### src/rtl/insn_queue_pkg.sv
// Shared types and width helpers for the multi-lane instruction queue.
package insn_queue_pkg;

  localparam int DEF_ADDR_WIDTH = 32;
  localparam int DEF_DATA_WIDTH = 32;

  typedef struct packed {
    logic [DEF_ADDR_WIDTH-1:0] pc;
    logic [DEF_DATA_WIDTH-1:0] insn;
  } insn_entry_t;

  // Bits needed to hold a count in 0..n.
  function automatic int cnt_w(input int n);
    return $clog2(n + 1);
  endfunction

endpackage

### src/rtl/insn_queue_ram.sv
// Entry storage: multi-port write register array with asynchronous read ports.
module insn_queue_ram #(
  parameter int DEPTH    = 8,
  parameter int WR_PORTS = 2,
  parameter int RD_PORTS = 2,
  parameter int ENTRY_W  = 64,
  parameter int IDX_W    = $clog2(DEPTH)
) (
  input  logic                               clk,
  input  logic [WR_PORTS-1:0]                wr_en,
  input  logic [WR_PORTS-1:0][IDX_W-1:0]     wr_idx,
  input  logic [WR_PORTS-1:0][ENTRY_W-1:0]   wr_data,
  input  logic [RD_PORTS-1:0][IDX_W-1:0]     rd_idx,
  output logic [RD_PORTS-1:0][ENTRY_W-1:0]   rd_data
);

  logic [ENTRY_W-1:0] mem [DEPTH];

  // Write indices of one cycle are always distinct, so port order never matters.
  always_ff @(posedge clk) begin
    for (int p = 0; p < WR_PORTS; p++) begin
      if (wr_en[p]) mem[wr_idx[p]] <= wr_data[p];
    end
  end

  for (genvar g = 0; g < RD_PORTS; g++) begin : g_rd
    assign rd_data[g] = mem[rd_idx[g]];
  end

endmodule

### src/rtl/insn_queue.sv
// Multi-lane in-order instruction queue between fetch and superscalar dispatch.
module insn_queue
  import insn_queue_pkg::*;
#(
  parameter int ADDR_WIDTH     = DEF_ADDR_WIDTH,
  parameter int DATA_WIDTH     = DEF_DATA_WIDTH,
  parameter int QUEUE_DEPTH    = 8,
  parameter int FETCH_WIDTH    = 2,
  parameter int DISPATCH_WIDTH = 2
) (
  input  logic                                   clk,
  input  logic                                   n_rst,
  input  logic                                   i_flush,
  input  logic [$clog2(FETCH_WIDTH+1)-1:0]       i_enq_count,
  input  logic [FETCH_WIDTH*ADDR_WIDTH-1:0]      i_enq_pc,
  input  logic [FETCH_WIDTH*DATA_WIDTH-1:0]      i_enq_insn,
  output logic                                   o_enq_ready,
  output logic [$clog2(DISPATCH_WIDTH+1)-1:0]    o_deq_count,
  output logic [DISPATCH_WIDTH*ADDR_WIDTH-1:0]   o_deq_pc,
  output logic [DISPATCH_WIDTH*DATA_WIDTH-1:0]   o_deq_insn,
  input  logic [$clog2(DISPATCH_WIDTH+1)-1:0]    i_deq_count,
  output logic [$clog2(QUEUE_DEPTH+1)-1:0]       o_count
);

  localparam int PW  = $clog2(QUEUE_DEPTH);
  localparam int EW  = ADDR_WIDTH + DATA_WIDTH;
  localparam int ECW = cnt_w(FETCH_WIDTH);
  localparam int DCW = cnt_w(DISPATCH_WIDTH);
  localparam int OCW = cnt_w(QUEUE_DEPTH);

  logic [PW-1:0]  head, tail;
  logic [OCW-1:0] count;
  logic           enq_ready;
  logic [DCW-1:0] deq_avail, deq_eff;
  logic [ECW-1:0] enq_eff;

  logic [FETCH_WIDTH-1:0]                   wr_en;
  logic [FETCH_WIDTH-1:0][PW-1:0]           wr_idx;
  logic [FETCH_WIDTH-1:0][EW-1:0]           wr_data;
  logic [DISPATCH_WIDTH-1:0][PW-1:0]        rd_idx;
  logic [DISPATCH_WIDTH-1:0][EW-1:0]        rd_data;

  // Readiness and presented count come only from registered state.
  assign enq_ready = count <= OCW'(QUEUE_DEPTH - FETCH_WIDTH);
  assign deq_avail = (count >= OCW'(DISPATCH_WIDTH)) ? DCW'(DISPATCH_WIDTH) : DCW'(count);

  always_comb begin
    enq_eff = '0;
    deq_eff = '0;
    if (!i_flush) begin
      if (enq_ready)
        enq_eff = (i_enq_count > ECW'(FETCH_WIDTH)) ? ECW'(FETCH_WIDTH) : i_enq_count;
      deq_eff = (i_deq_count > deq_avail) ? deq_avail : i_deq_count;
    end
  end

  for (genvar g = 0; g < FETCH_WIDTH; g++) begin : g_wr
    assign wr_en[g]   = ECW'(g) < enq_eff;
    assign wr_idx[g]  = tail + PW'(g);
    assign wr_data[g] = {i_enq_pc[g*ADDR_WIDTH +: ADDR_WIDTH], i_enq_insn[g*DATA_WIDTH +: DATA_WIDTH]};
  end

  for (genvar g = 0; g < DISPATCH_WIDTH; g++) begin : g_rd
    logic lane_on;
    assign lane_on   = DCW'(g) < deq_avail;
    assign rd_idx[g] = head + PW'(g);
    assign o_deq_pc[g*ADDR_WIDTH +: ADDR_WIDTH]   = lane_on ? rd_data[g][EW-1 -: ADDR_WIDTH] : '0;
    assign o_deq_insn[g*DATA_WIDTH +: DATA_WIDTH] = lane_on ? rd_data[g][DATA_WIDTH-1:0] : '0;
  end

  insn_queue_ram #(
    .DEPTH    (QUEUE_DEPTH),
    .WR_PORTS (FETCH_WIDTH),
    .RD_PORTS (DISPATCH_WIDTH),
    .ENTRY_W  (EW),
    .IDX_W    (PW)
  ) u_ram (
    .clk     (clk),
    .wr_en   (wr_en),
    .wr_idx  (wr_idx),
    .wr_data (wr_data),
    .rd_idx  (rd_idx),
    .rd_data (rd_data)
  );

  always_ff @(posedge clk or negedge n_rst) begin
    if (!n_rst) begin
      head  <= '0;
      tail  <= '0;
      count <= '0;
    end else if (i_flush) begin
      head  <= '0;
      tail  <= '0;
      count <= '0;
    end else begin
      head  <= head + PW'(deq_eff);
      tail  <= tail + PW'(enq_eff);
      count <= count + OCW'(enq_eff) - OCW'(deq_eff);
    end
  end

  assign o_enq_ready = enq_ready;
  assign o_deq_count = deq_avail;
  assign o_count     = count;

endmodule

### config.mk
export PLATFORM = sky130hd
export DESIGN_NAME = insn_queue
export DESIGN_NICKNAME = d
export VERILOG_FILES = /design/src/rtl/insn_queue_pkg.sv /design/src/rtl/insn_queue_ram.sv /design/src/rtl/insn_queue.sv
export SDC_FILE = /design/constraint.sdc
export NUM_CORES = 1
export LEC_CHECK = 0
export CORE_MARGIN = 1.5
export CORE_UTILIZATION = 45
export DETAILED_ROUTE_END_ITERATION = 12
export SYNTH_ARGS = -nofsm -noshare
export SYNTH_HDL_FRONTEND = slang
export SYNTH_SLANG_ARGS = --single-unit
### constraint.sdc
create_clock -name clk -period 20.9 [get_ports clk]
set_clock_uncertainty 0.2 [all_clocks]
set_input_delay 4.18 -clock clk [delete_from_list [all_inputs] [get_ports clk]]
set_output_delay 4.18 -clock clk [all_outputs]
set_load 0.02 [all_outputs]
# After elaboration in Yosys (flattened, before gate mapping)

Memory sizes are Yosys's and may differ from the RTL's.
Cells that the tools add are included.

Register bits after elaboration: 10
Bits in latches: 0
Memory bits (writable): 512
Bits in read-only memories: 0
Output and inout port bits: 135
Word-level logic and storage cells: 35
Memories kept: 1

Add/subtract/negate cells: 6
Multipliers: 0
Divide/modulo/power cells: 0
Order comparisons: 8
Eq/ne operators: 0
Shift operators: 0
Multiplexer cells: 17
Bitwise logic cells: 0
Reduce and logical (&&, ||, !) cells: 0

Memory list:

| memory    | words | width | read ports | clocked after Yosys merged registers in | write ports | RTL line             | text |
|---|---|---|---|---|---|---|---|
| u_ram.mem | 8     | 64    | 2          | 0                                       | 2           | insn_queue_ram.sv:17 | `logic [ENTRY_W-1:0] mem [DEPTH];` |

Operator list:

| operator              | count |
|---|---|
| $mux W32              | 4 |
| $mux W2               | 6 |
| $lt A1 B2 Y1 const A  | 4 |
| $add A3 B1 Y3 const B | 2 |
| $add A3 B2 Y3         | 2 |
| $mux W3               | 2 |
| $add A4 B2 Y4         | 1 |
| $ge A4 B2 Y1 const B  | 1 |
| $le A4 B3 Y1 const B  | 1 |
| $mux W1               | 4 |
| $mux W4               | 1 |
| $sub A4 B2 Y4         | 1 |
| $gt A2 B2 Y1          | 1 |
| $gt A2 B2 Y1 const B  | 1 |

# Longest topological paths before layout

Depth in word-level cells: 7
Gate-level depth with buffers: 16
Depth with buffers taken out: 16

# Cells and area by module

From an unflattened synthesis, not the netlist that was laid out.

Cell total of the unflattened synthesis: 1779
Area total of the unflattened synthesis: 31009.7 µm²

Modules (own cells, without submodules):

| module         | times used | cells each | area each (µm²) |
|---|---|---|---|
| insn_queue_ram | 1          | 1557       | 29309.4 |
| insn_queue     | 1          | 222        | 1700.4 |

# Worst setup path before layout

No wires, ideal clock.

Path kind: input -> register
From: input i_enq_count[1]
To: memory u_ram.mem[4][0] (enable)
Library setup time: 0.565 ns
Arrival: 8.913 ns
Required time: 20.135 ns
Path slack: 11.222 ns
Cell stages on the path: 3
Cell sequence: clkbuf_1 > a31oi_1 > nor3_1

RTL lines:

| item            | RTL line             | text |
|---|---|---|
| start, declared | insn_queue.sv:14     | `input logic [$clog2(FETCH_WIDTH+1)-1:0] i_enq_count,` |
| end, declared   | insn_queue_ram.sv:17 |  |

# Worst setup path after layout

From: register head[1]
To: output o_deq_insn[36]

Longest elaborated chain between the ends: 3

Ends and longest elaborated chain:

| item                   | RTL line         | text |
|---|---|---|
| start, declared        | insn_queue.sv:31 | `logic [PW-1:0] head, tail;` |
| start signal, assigned | insn_queue.sv:96 | `head <= head + PW'(deq_eff);` |
| $add A3 B1 Y3          | insn_queue.sv:66 | `assign rd_idx[g] = head + PW'(g);` |
| $mem_v2 Z8 W64         | --               |  |
| $mux W32               | insn_queue.sv:68 | `assign o_deq_insn[g*DATA_WIDTH +: DATA_WIDTH] = lane_on ? rd_data[g][DATA_WIDTH-1:0] : '0;` |
| end, declared          | insn_queue.sv:20 | `output logic [DISPATCH_WIDTH*DATA_WIDTH-1:0] o_deq_insn,` |

Every way passes these cells.

==> summary.md <==
| Metric | Value |
|---|---|
| Clk sinks | 522 |
| Slew @ Worst Pin | 1.25 ns |
| Num rows | 94 |
| Yosys reg bits | 522 |
| Fraction of final layout cells sized beyond drive strength 1 | 0.446 |
| Critical path class | flip-flop to output port |
| Syn Area/Cell | 17.9 um2 |
| Area of the die | 68,700 um2 |
| Finished Cell Area | 35,400 um2 |
| Tot GR Track Use | 0.262 |
| Max-Cap Viols | 0 |
| Pin count of the biggest net entering global routing | 150 |
| Fin crit share | 0.453 |
| Clock-pin slew on the worst setup and hold paths | 0.06 ns |
| Area leader, netlist | edfxtp_1 |
| Clk root buf | clkbuf_16 |
| Drt first pass iters | 5 |
| DRT antenna net count | 0 |
| CP startpoint | head[1] |
| Slew headroom | 0.161 |
| Setup TNS | 0 ns |
| Core ar. | 66,100 um2 |
| DRC violations left | 0 |
| Final Critical Period | 9.47 ns |
| Number of distinct library cells after synthesis | 43 |
| Synth warn | 0 |
| Synth top area share | 0.509 |
| Io pins | 270 |
| Buffers on Ports | 269 |
| Final Max Slew Viols | 0 |
| Vias | 18,223 |
| Chip width | 262 um |
| Die Y | 262 um |
| Fmax | 106 MHz |
| H-tree depth | 2 |
| Number of global-route vias before repair | 19,271 |
| Top cells by area, synth | edfxtp_1 (51%), mux4_2 (19%), mux2_2 (17%) |
| Critical Path Sink | o_deq_insn[36] |
| Post-DP HPWL | 49.2 mm |
| Initial antenna violation count | 14 |
| Post-CTS setup repair buffer count | 0 |
| Worst Setup Start Kind | flip-flop |
| Syn Nets | 1,838 |
| Hold WC Path Type | flip-flop to flip-flop |
| Finish-stage setup viols | 0 |
| First DRT Iteration DRCs | 1,366 |
| Area after DPL | 33,500 um2 |
| Leak | 11.2 nW |
| PD cells | 118 nW/um2 |
| Required @ worst endpoint | 16.52 ns |
| Reg2reg start | o_count[3] |
| Crit path arrival time | 5.09 ns |
| Starting Density | 0.457 |
| Reg2Reg Setup Slack | 16.84 ns |
| RSZ-0062 raised after global routing | no |
| Syn Inst Count | 1,686 |
| CTS max path bufs | 3 |
| Reg2reg end | u_ram.mem[6][25] |
| Vias per std cell | 6.43 |
| Total CTS buffers | 59 |
| VDD IR max | 107 uV |
| First-pass GRT wire length | 131 mm |
| Post-CTS Resized | 0 |
| Worst-path maximum fanout | 65 |
| Routed WL | 89.4 mm |
| Worst skew pair latency | 0.62 ns |
| Crit. End Element | output port |
| Worst Reg2Reg Path Length in Cells | 7 |
| Post-CTS Hold Fix Bufs | 0 |
| GRT Residual Overflow | 0 |
| Final #Nets | 2,069 |
| Outcome | finished, final reports clean |
| Average wire per standard cell | 31.5 um |
| Final hold vios | 0 |
| Final Util | 0.535 |
| TritonCTS clock tree | done |
| GPL Wtd Cong | 0.794 |
| Post-Syn Area | 30,200 um2 |
| P&R area growth vs syn | 17.1% |
| Post-synthesis sequential area ratio | 0.517 |
-- worst min-delay path by stage --
| stage | from | end | cells after the start |
|---|---|---|---|
| floorplan | head[2] | head[2] | 2 |
| global placement | head[2] | head[2] | 2 |
| detailed placement | head[2] | head[2] | 2 |
| CTS | head[2] | head[2] | 2 |
| global route | o_count[0] | o_count[0] | 2 |
| finish | head[2] | head[2] | 2 |
-- layout make-up --
type / instances / area, um2
multi-input combinational: 1007 / 13700
clock buffer: 76 / 1580
timing repair buffer: 309 / 3010
tap: 864 / 1080
sequential: 522 / 15600
inverter: 18 / 67.6
clock inverter: 34 / 284
antenna: 6 / 15.0
fill: 5354 / 30700
-- cells by family (layout without fill, tap and decap cells) --
family,after synthesis,after routing,share of synthesized area
other,0,6,0
buffers and inverters,157,437,0.0319
XOR/XNOR,7,7,0.00203
adder cells (fa/ha/maj),17,17,0.00803
flip-flops,522,522,0.517
AND/OR/NAND/NOR,64,64,0.0142
multiplexers,769,769,0.384
AO/OA/AOI/OAI,150,150,0.0425
-- sequential cells by signal (all words and copies together), names as in the netlist --
register	cells
head	3
o_count	4
tail	3
u_ram.mem	512
-- Yosys cell counts (all sizes together) --
cell type	number
nand2	9
o2bb2ai	1
edfxtp	512
nor2b	9
nor3b	1
a22o	128
nor4	7
o21ai	2
dfrtp	10
o22ai	3
nor3	5
a211oi	1
mux2	512
a32oi	2
nor2	21
and2	2
o21a	2
mux4	256
fa	4
nand2b	6
xnor2	4
xor2	3
or2	2
ha	13
a21o	2
and3	1
o211a	3
clkbuf	56
a21oi	2
nand3b	1
a2bb2oi	2
inv	18
a31oi	2
mux2i	1
buf	83
-- worst max-delay path, cell delays in order, from the launching register on --
cell and delay [ns]:
dfrtp_4 1.18, ha_4 0.91, buf_4 0.88, mux4_2 0.60, a22o_1 0.29, clkdlybuf4s50_1 0.56
-- layout by cell type (no fill, tap or decap), types with 19 or more instances in the layout --
master / n
clkdlybuf4s50_1: 269
mux4_2: 256
buf_4: 39
nor2_1: 19
a22o_1: 128
mux2_4: 20
edfxtp_1: 512
mux2_1: 32
clkbuf_16: 61
mux2_2: 460
-- layer usage --
metal / GRT usage / vias up / wire length, um
met5: 0 / - / 125
met4: 0.0879 / 18 / 2620
met3: 0.0533 / 172 / 5920
met2: 0.434 / 678 / 44100
met1: 0.347 / 9714 / 36600
li1: - / 7641 / -
-- power by group --
group          leakage [nW]  total [mW]  switching [mW]  internal, mW
Clock                 0.900        1.02           0.432         0.592
Sequential             4.77        1.28          0.0490          1.23
Combinational          5.53        1.88           0.960         0.921
-- per-stage QoR --
| stage | instances | setup slack (ns) | power (mW) | hold slack, ns |
|---|---|---|---|---|
| 2_1_floorplan | 1686 | 11.22 | 2.48 | 0.356 |
| 3_3_place_gp | 2720 | 11.95 | 3.18 | 0.458 |
| 3_5_place_dp | 2720 | 11.92 | 3.19 | 0.460 |
| 4_1_cts | 2830 | 11.25 | 4.22 | 0.476 |
| 5_1_grt | 2835 | 11.08 | 4.36 | 0.529 |
| 6_report | 2836 | 11.43 | 4.18 | 0.485 |
(Power assumes the default switching activity.)
==> RTL change: new RTL, same flow settings <==
Set the parameter `QUEUE_DEPTH` to 4 (it was 8).
--- a/src/rtl/insn_queue.sv
+++ b/src/rtl/insn_queue.sv
@@ -6,3 +6,3 @@
   parameter int DATA_WIDTH     = DEF_DATA_WIDTH,
-  parameter int QUEUE_DEPTH    = 8,
+  parameter int QUEUE_DEPTH    = 4,
   parameter int FETCH_WIDTH    = 2,
Interface: changed (resized o_count); port bits go from 270 to 269. No check against the original RTL was run, so the function may have changed too.
==> RTL change against the unedited design <==
Setup slack better by 1.2 ns; total power is 44% lower; synthesized area decreased by 47%; sequential cell count fell by 259; design area decreased by 44%; via count fell by 49%; wire length decreased by 57%; final cell count decreased by 42%; critical endpoint is now o_deq_pc[31]; highest routed layer unchanged.
==> RTL change: results (changes against the unedited design) <==
reg2reg_slack_ns: 17.12  # was 16.84 ns
min_path_type: "flip-flop to flip-flop"  # unchanged
max_stage_delay_ns: 0.94  # was 1.18 ns
drt-initial-drc-count: 587  # was 1366
critPathArrivalTime_ns: 3.85  # was 5.09 ns
hpwl_mm: 23.54  # was 49.16 mm
hold_slack_ns: 0.4953  # was 0.4849 ns
ir_drop_uv: 80.39  # was 107.3 uV
antenna_found_initial: 7  # was 14
synth-edff-count: 256  # was 512
grt_max_degree: 81  # was 150
status: "complete, no violations"  # unchanged
synth_cell_type_count: 37  # was 43
worstMarginPinSlew_ns: 1.163  # was 1.250 ns
synthTopCellsByCount: "edfxtp_1, mux2_4, mux4_2"  # was edfxtp_1, mux2_2, mux4_2
async_flop_share_pct: 2.662  # was 1.916%
io_buffers: 268  # was 269
vias_per_cell: 5.645  # was 6.426
cts_setup_buffers: 0  # unchanged
firstDrtPassIters: 5  # unchanged
worstHoldStart: "o_count[2]"  # was head[2]
yosysSeqAreaShare_pct: 49.31  # was 51.70%
clock_latency_ns: 0.55  # was 0.62 ns
grt_pass1_wl_mm: 57.46  # was 130.8 mm
instances_no_fill: 1632  # was 2836
clockBufferDepth: 3  # unchanged
drt-total-wl_mm: 38.62  # was 89.43 mm
min_path_cells: 2  # unchanged
clkTransAtPathRegs_ns: 0.05
cts-root-buf: "clkbuf_16"  # unchanged
worstPathMaxFanout: 80  # was 65
largest_reg_flops: 256  # was 512
critPathTopFamily: "buffers and inverters"  # unchanged
grt_usage_pct: 21.03  # was 26.24%
layout.nets: 1292  # was 2069
hold_end: "o_count[2]"  # was head[2]
p_leak_nw: 7.144  # was 11.20 nW
cpMaxStageDelayCell: "buf_4"  # was dfrtp_4
place_congestion: 0.7343  # was 0.7938
reg2regPathDepth: 5  # was 7
h-tree-depth: 1  # was 2
syn_area_per_cell_um2: 17.60  # was 17.93 um^2
post_cts_resize_count: 0  # unchanged
r2r-end: "u_ram.mem[2][24]"  # was u_ram.mem[6][25]
grt_pass1_vias: 9464  # was 19270
cts_made_buffers: 30  # was 59
postPlaceCellArea_um2: 18900  # was 33510 um^2
rr_startpoint: "o_count[1]"  # was o_count[3]
yosys_warnings: 0  # unchanged
synth_area_leaders: "edfxtp_1, mux4_2, mux2_4"  # was edfxtp_1, mux4_2, mux2_2
layout-drive-gt1-share_pct: 38.60  # was 44.61%
synthesis.nets: 1048  # was 1838
[RTL change: changes by cell type after synthesis, moves of 32 or more]
cell / delta
clkbuf_1: -37
edfxtp_1: -256
and2_1: +63
mux2_2: -362
nor2b_1: +61
mux2_1: -32
mux2_4: +138
a22o_1: -128
mux4_2: -128
[RTL change: logic make-up after synthesis]
| kind of cell | after synthesis | synth area share (%) |
|---|---|---|
| DFF | 263 | 49.31 |
| muxes | 385 | 39.94 |
| and+or+nand+nor | 154 | 5.964 |
| xor gates and xnor gates | 6 | 0.3296 |
| buffers and inverters | 79 | 3.233 |
| adders and majority gates | 7 | 0.6435 |
| AOI/OAI and AO/OA | 12 | 0.5807 |
[RTL change: final cells by class]
| cell class | instances | area [um^2] |
|---|---|---|
| timing repair buffer | 284 | 2803 |
| sequential | 263 | 7870 |
| multi-input combinational | 564 | 7636 |
| tap | 455 | 569.3 |
| inverter | 7 | 26.28 |
| clock buffer | 48 | 909.6 |
| antenna | 6 | 15.01 |
| fill | 2806 | 14860 |
| clock inverter | 5 | 20.02 |
[RTL change: through the flow]
step | util [%] | worst slack (ns)
finish | 57.18 | 12.67
global route | 57.17 | 12.40
global placement | 54.46 | 12.69
detailed placement | 54.46 | 12.65
CTS | 57.14 | 12.58
floorplan | - | 10.65
[RTL change: metal layers]
| layer | global-route usage [%] | wire (um) | share of wire [%] | vias up |
|---|---|---|---|---|
| met5 | 0 | 24 | 0.062 | - |
| met4 | 6.280 | 966 | 2.5 | 4 |
| met3 | 3.231 | 2126 | 5.5 | 64 |
| met2 | 36.40 | 19730 | 51 | 276 |
| met1 | 27.28 | 15770 | 41 | 4754 |
| li1 | - | - | - | 4115 |
[RTL change: report_power, final]
part | switching (W) | total, W | internal [W]
clock network | 0.000203 | 0.000496 | 0.000293
registers | 0.0000649 | 0.000715 | 0.000650
logic | 0.000539 | 0.00112 | 0.000584
total | 0.000807 | 0.00233 | 0.00153
[RTL change: worst max-delay path by stage]
| stage | cells past startpoint | slack [ns] | from | to |
|---|---|---|---|---|
| 2_1_floorplan | 5 | 10.65 | i_flush | u_ram.mem[0][0] |
| 3_3_place_gp | 6 | 12.69 | i_flush | u_ram.mem[2][18] |
| 3_5_place_dp | 6 | 12.65 | i_flush | u_ram.mem[2][18] |
| 4_1_cts | 4 | 12.58 | head[1] | o_deq_insn[11] |
| 5_1_grt | 4 | 12.40 | head[1] | o_deq_insn[32] |
| 6_report | 4 | 12.67 | head[0] | o_deq_pc[31] |
[RTL change: tightest hold or removal path, stage by stage (launching register included)]
cell and delay [ns]:
dfrtp_1 0.48, xnor2_1 0.11, nor2_1 0.07
